**src/rtl/fifo_ctrl_pkg.sv**
```systemverilog
// Shared defaults and the registered status-flag layout for the FIFO pointer controller.
package fifo_ctrl_pkg;

  localparam int unsigned FIFO_DEPTH_DEF = 8;
  localparam int unsigned AFULL_LVL_DEF  = 6;
  localparam int unsigned AEMPTY_LVL_DEF = 2;

  typedef struct packed {
    logic full;
    logic empty;
    logic almost_full;
    logic almost_empty;
  } fifo_status_t;

  localparam fifo_status_t STATUS_RESET = '{full: 1'b0, empty: 1'b1,
                                            almost_full: 1'b0, almost_empty: 1'b1};

endpackage

```
**src/rtl/fifo_ptr.sv**
```systemverilog
// Binary FIFO pointer: increments by one when enabled, wrapping naturally at ADDR_W bits.
module fifo_ptr #(
  parameter int unsigned ADDR_W = 3
) (
  input  logic              clk_i,
  input  logic              rst_ni,
  input  logic              inc_i,
  output logic [ADDR_W-1:0] ptr_o
);

  logic [ADDR_W-1:0] ptr_q, ptr_d;

  always_comb begin
    ptr_d = ptr_q;
    if (inc_i) ptr_d = ptr_q + ADDR_W'(1);
  end

  always_ff @(posedge clk_i or negedge rst_ni) begin
    if (!rst_ni) ptr_q <= '0;
    else         ptr_q <= ptr_d;
  end

  assign ptr_o = ptr_q;

endmodule

```
**src/rtl/fifo_ctrl.sv**
```systemverilog
// Pointer/occupancy controller for the fifo_mem array; optional sticky overflow/underflow
// flags are built when FIFO_CTRL_ERR_EN is defined.
module fifo_ctrl
  import fifo_ctrl_pkg::*;
#(
  parameter int unsigned FIFO_DEPTH = FIFO_DEPTH_DEF,
  parameter int unsigned AFULL_LVL  = AFULL_LVL_DEF,
  parameter int unsigned AEMPTY_LVL = AEMPTY_LVL_DEF,
  localparam int unsigned ADDR_W    = $clog2(FIFO_DEPTH)
) (
  input  logic              clk,
  input  logic              reset,
  input  logic              wr_req,
  input  logic              rd_req,
  output logic [ADDR_W-1:0] write_address,
  output logic              write_enable,
  output logic [ADDR_W-1:0] read_address,
  output logic              read_enable,
  output logic              rd_valid,
  output logic              full,
  output logic              empty,
  output logic              almost_full,
  output logic              almost_empty,
  output logic [ADDR_W:0]   count
`ifdef FIFO_CTRL_ERR_EN
  , input  logic            err_clr
  , output logic            overflow
  , output logic            underflow
`endif
);

  localparam logic [ADDR_W:0] DEPTH_C  = (ADDR_W+1)'(FIFO_DEPTH);
  localparam logic [ADDR_W:0] AFULL_C  = (ADDR_W+1)'(AFULL_LVL);
  localparam logic [ADDR_W:0] AEMPTY_C = (ADDR_W+1)'(AEMPTY_LVL);

  logic [ADDR_W:0] count_q, count_d;
  fifo_status_t    status_q, status_d;
  logic            rd_valid_q;

  // Enables depend only on registered flags, so wr_req never reaches read_enable.
  assign write_enable = wr_req & ~status_q.full;
  assign read_enable  = rd_req & ~status_q.empty;

  fifo_ptr #(.ADDR_W(ADDR_W)) u_wr_ptr (
    .clk_i  (clk),
    .rst_ni (reset),
    .inc_i  (write_enable),
    .ptr_o  (write_address)
  );

  fifo_ptr #(.ADDR_W(ADDR_W)) u_rd_ptr (
    .clk_i  (clk),
    .rst_ni (reset),
    .inc_i  (read_enable),
    .ptr_o  (read_address)
  );

  always_comb begin
    count_d = count_q;
    case ({write_enable, read_enable})
      2'b10:   count_d = count_q + (ADDR_W+1)'(1);
      2'b01:   count_d = count_q - (ADDR_W+1)'(1);
      default: count_d = count_q;
    endcase
    status_d.full         = (count_d == DEPTH_C);
    status_d.empty        = (count_d == '0);
    status_d.almost_full  = (count_d >= AFULL_C);
    status_d.almost_empty = (count_d <= AEMPTY_C);
  end

  always_ff @(posedge clk or negedge reset) begin
    if (!reset) begin
      count_q    <= '0;
      status_q   <= STATUS_RESET;
      rd_valid_q <= 1'b0;
    end else begin
      count_q    <= count_d;
      status_q   <= status_d;
      rd_valid_q <= read_enable;
    end
  end

  assign count        = count_q;
  assign full         = status_q.full;
  assign empty        = status_q.empty;
  assign almost_full  = status_q.almost_full;
  assign almost_empty = status_q.almost_empty;
  assign rd_valid     = rd_valid_q;

`ifdef FIFO_CTRL_ERR_EN
  logic overflow_q, overflow_d;
  logic underflow_q, underflow_d;

  // A set event in the same cycle as err_clr keeps the flag set.
  always_comb begin
    overflow_d  = overflow_q;
    underflow_d = underflow_q;
    if (err_clr) begin
      overflow_d  = 1'b0;
      underflow_d = 1'b0;
    end
    if (wr_req & status_q.full)  overflow_d  = 1'b1;
    if (rd_req & status_q.empty) underflow_d = 1'b1;
  end

  always_ff @(posedge clk or negedge reset) begin
    if (!reset) begin
      overflow_q  <= 1'b0;
      underflow_q <= 1'b0;
    end else begin
      overflow_q  <= overflow_d;
      underflow_q <= underflow_d;
    end
  end

  assign overflow  = overflow_q;
  assign underflow = underflow_q;
`endif

endmodule

```
**config.mk**
```make
export PLATFORM = sky130hd
export DESIGN_NAME = fifo_ctrl
export DESIGN_NICKNAME = d
export VERILOG_FILES = /design/src/rtl/fifo_ctrl_pkg.sv /design/src/rtl/fifo_ptr.sv /design/src/rtl/fifo_ctrl.sv
export SDC_FILE = /design/constraint.sdc
export NUM_CORES = 1
export LEC_CHECK = 0
export BUFFER_PORTS_ARGS = -buffer_cell sky130_fd_sc_hd__buf_2
export CAP_MARGIN = 20
export CORE_AREA = 3 3 45 47
export DETAILED_ROUTE_END_ITERATION = 7
export DIE_AREA = 0 0 48 50
export GPL_TIMING_DRIVEN = 0
export PLACE_DENSITY_LB_ADDON = 0.3
export SLEW_MARGIN = 15
export SYNTH_ARGS = -nofsm -noshare
export SYNTH_HDL_FRONTEND = slang
export SYNTH_SLANG_ARGS = --single-unit
```
**constraint.sdc**
```tcl
create_clock -name clk -period 2.1 [get_ports clk]
set_input_delay 0.105 -clock clk [delete_from_list [all_inputs] [get_ports clk]]
set_output_delay 0.105 -clock clk [all_outputs]
set_load 0.05 [all_outputs]
```
== Word level (Yosys, flattened, before mapping) ==
Cells that the tools add are included.
Cells by class
  $lt $le $gt $ge: 2
  bitwise operators: 4
  add/sub/neg operators: 4
  eq/ne operators: 3
  multiplexer cells: 1
  reductions and logical operators: 1
Operators with widths (count)
  $pmux W4 S2: 1
  $add A3 B1 Y3 const B: 2
  $add A4 B1 Y4 const B: 1
  $eq A4 B4 Y1 const B: 1
  $ge A4 B3 Y1 const B: 1
  $le A4 B2 Y1 const B: 1
  $logic_not A4 Y1: 1
  $sub A4 B1 Y4 const B: 1
  $and A1 B1 Y1: 2
  $eq A2 B1 Y1 const B: 1
  $eq A2 B2 Y1 const B: 1
  $not A1 Y1: 2
Word-level totals
  logic and storage cells: 23
  input bits: 4
  register bits after elaboration: 15

== Longest topological paths before layout ==
  depth after elaboration: 5
  gate-level depth with buffers: 10
  gate-level depth less buffers: 10

== Modules after synthesis ==
Synthesis repeated with hierarchy kept, for this count alone.
Second synthesis, totals
  cells, all modules: 77
  area total of the unflattened synthesis: 803.3 um^2
By module, submodules not included
  fifo_ctrl: area an instance 555.5 um^2, instances 1, cells each 61
  fifo_ptr: area an instance 123.9 um^2, instances 2, cells each 8

== Least setup slack after synthesis ==
No wires, ideal clock.
  kind: flip-flop to flip-flop
  start point: reg status_q, in the netlist empty
  end point: reg status_q, in the netlist empty
  path slack: -0.253 ns
  cell stages (with the launch flop): 11
  path buffers: 0
  data arrival time: 2.257 ns
  period minus slack after synthesis: 2.353 ns
  setup time: 0.097 ns
  cells stage by stage: dfstp_2 -> nand2b_4 -> inv_2 -> nand2_1 -> xnor2_1 -> ha_1 -> a21oi_1 -> a21boi_0 -> nor3_2 -> xor2_1 -> nor4_1
RTL lines
  start: declaration: RTL line fifo_ctrl.sv:37  | fifo_status_t status_q, status_d;
  start signal: assignment: RTL line fifo_ctrl.sv:78  | status_q <= status_d;

==> metrics.md <==
| Metric | Value |
|---|---|
| Worst-path clk slew | `approximately 80 ps` |
| Status | `finished clean` |
| Post-synthesis simple-gate area fraction | `around 17%` |
| Slowest-stage cell, CP | `dfstp_2` |
| Rows | `15` |
| Cell Area, Synth | `716.9 µm²` |
| Crit path cell chain | `nand2b_4, inv_1, ha_4, nor4b_4, a31oi_1, a21oi_2, xor2_2, nor4b_4` |
| Fin. Hold Viols | `0` |
| Setup TNS | `0 ps` |
| Final Cell Area | `about 960 µm²` |
| Max-slew headroom | `about two thirds` |
| Initial antenna violation count | `0` |
| FF-to-FF path depth | `8` |
| Number of global-route vias before repair | `~450` |
| Initial core utilization | `between 40% and 50%` |
| Synth Area in Compound Gates | `6.806%` |
| Starting DRT DRC Count | `5` |
| Clk buf depth | `2` |
| Min-Delay Path Class | `input port to flop` |
| H-Tree Depth | `1` |
| Final net count | `94` |
| Share of layout cells above drive strength 1 | `52.94%` |
| Setup Skew | `approximately 2.9 ps` |
| Residual DRC | `0` |
| Tcrit/Tclk final | `98.91%` |
| Minimum hold slack | `126.3 ps` |
| Dpl cell area | `873.3 µm²` |
| Syn Inst Count | `56` |
| Buffers plus inverters on the worst setup path | `1` |
| CTS tree | `built` |
| CP Max Fanout | `5` |
| Global-route wire length before repair | `2.007 mm` |
| XOR/XNOR share of the synthesized area | `between 10 and 15%` |
| Routed len/inst | `12.15 µm` |
| Vias per Instance | `between 4 and 5` |
| WP data required | `roughly 2300 ps` |
| RSZ-0062 raised after global routing | `yes` |
| Largest net degree at the start of global routing | `16` |
| Max stage delay on crit path | `roughly 540 ps` |
| CP arrival | `2270 ps` |
| Most common cell after layout, fill and taps aside | `buf_2` |
| Buffers on Ports | `20` |
| Multiplexer area fraction after synthesis | `3.141%` |
| TritonCTS Buffers | `3` |
| Setup violations, final | `0` |
| Max-cap violation count | `0` |
| Global-route usage over all layers | `approximately an eighth` |
| DP Worst Slack | `51.21 ps` |
| Syn Nets | `64` |
| Core outline area | `~1700 µm²` |
| Synth Area in Adders | `approximately 7%` |
| Die height | `roughly 50 µm` |
| Post-synth cell types | `27` |
| I/O pin count | `21` |
| CTS Sinks | `15` |
| Yosys reg bits | `15` |
| Layout area overhead | `33.51%` |
| Crit path max-delay family | `simple AND/OR/NAND/NOR gates` |
| Crit end category | `flop` |
| Worst setup margin | `~23 ps` |
| Vias | `a little over 500` |
| Total gr overflow | `0` |
| Synth Area per Inst | `between 10 and 15 µm²` |
| WP depth | `8` |
| Worst-Margin Slew | `474.4 ps` |
| Minimum clock period | `2077 ps` |
| Die ar. | `2400 µm²` |
| Most used cell, CP | `nor4b_4` |
| Die X | `48 µm` |
| Max Fclk | `slightly below 0.5 GHz` |
| Worst Hold Depth | `3` |
| Ant. Diodes | `0` |
| Clock root cell | `clkbuf_4` |
| Fin. max-slew vios | `0` |
| WL final | `between 1 and 1.5 mm` |
| Worst skew pair latency | `between 200 and 300 ps` |
| Setup crit start kind | `flop` |
| ANT nets after route | `0` |
| Largest family of logic cells by synthesized area | `simple AND/OR/NAND/NOR gates` |
| WS Path Type | `flop to flop` |
| Register area share after synthesis | `between 50% and 60%` |
| YS warnings | `0` |
| Gpl congestion | `about 0.69` |
| Total iterations of the first detailed-routing run | `4` |
| Most frequent cells in the layout | `buf_2 (20), dfrtp_1 (13), xnor2_1 (6), nand2_1 (6), buf_4 (5)` |
kinds of logic (layout without fill, tap and decap cells):
kind of cell / Yosys count / after routing
AND/OR/NAND/NOR: 16 / 16
flip-flops: 15 / 15
multiplexers: 2 / 2
AO/OA/AOI/OAI: 7 / 7
XOR/XNOR: 8 / 8
buffers and inverters: 4 / 33
adder cells (fa/ha/maj): 4 / 4
path summary, 6_finish.rpt:
kind	startpoint	end	slack [ps]
min in group asynchronous	reset	full	250
max reg2reg	empty	full	20
min reg2reg	u_rd_ptr.ptr_o[2]	u_rd_ptr.ptr_o[2]	460
min	rd_req	rd_valid	130
max in group asynchronous	reset	empty	1570
max	empty	full	20
cell type report:
cell class / instances / area, µm²
clock buffer: 4 / 26.28
tap: 17 / 21.27
multi-input combinational: 37 / 365.4
timing repair buffer: 25 / 140.1
fill: 150 / 732.0
sequential: 15 / 377.9
inverter: 3 / 18.77
buffer: 1 / 7.507
worst min-delay path, cell delays in order:
cell,delay (ps)
buf_2,100
nand2b_4,80
inv_8,80
state kept, by name, summed over array words and instances, names as in the netlist:
name	flops
almost_empty	1
u_wr_ptr.ptr_o	3
u_rd_ptr.ptr_o	3
rd_valid	1
almost_full	1
full	1
count	4
empty	1
Yosys cell counts:
| library cell | number | area (µm²) |
|---|---|---|
| and4b_1 | 1 | 10.01 |
| nand2b_1 | 1 | 6.260 |
| dfstp_2 | 2 | 52.55 |
| a31oi_1 | 1 | 6.260 |
| nand2_1 | 6 | 22.52 |
| and2b_2 | 1 | 8.760 |
| nand2b_4 | 1 | 13.76 |
| nor4b_1 | 1 | 8.760 |
| mux2_2 | 2 | 22.52 |
| nor3_2 | 1 | 10.01 |
| nor4_1 | 1 | 6.260 |
| xor2_1 | 1 | 8.760 |
| xor2_2 | 1 | 16.27 |
| a21oi_1 | 1 | 5.000 |
| nor4b_2 | 2 | 30.03 |
| o22ai_1 | 1 | 6.260 |
| inv_1 | 1 | 3.750 |
| a21boi_0 | 1 | 7.510 |
| buf_4 | 1 | 7.510 |
| inv_2 | 2 | 7.510 |
| ha_1 | 4 | 50.05 |
| a211oi_1 | 1 | 7.510 |
| xnor2_1 | 6 | 52.55 |
| nor3_1 | 1 | 5.000 |
| a21o_1 | 1 | 7.510 |
| a21oi_2 | 1 | 8.760 |
| dfrtp_1 | 13 | 325.3 |
through the flow:
step | std cells | util [%]
finish | 102 | 56.67
global route | 102 | 56.67
CTS | 98 | 53.85
detailed placement | 93 | 51.70
global placement | 93 | 51.70
floorplan | 56 | -
repair_timing:
action / in CTS / in global routing
hold buffers: 1 / 0
endpoints found under the hold margin: 15 / 0
resized for setup: 0 / 2
setup endpoints to repair: 0 / 4
buffers inserted: 0 / 4
routing by layer:
metal	global-route usage [%]	up-vias	part of all wire, %
met1	13.01	238	41
met5	0	-	0
li1	-	253	-
met2	18.94	15	51
met3	6.204	0	8.3
met4	2.691	0	0
Power is not shown: default switching activity piles up to over one toggle a cycle in this logic, so the estimate is an artifact.
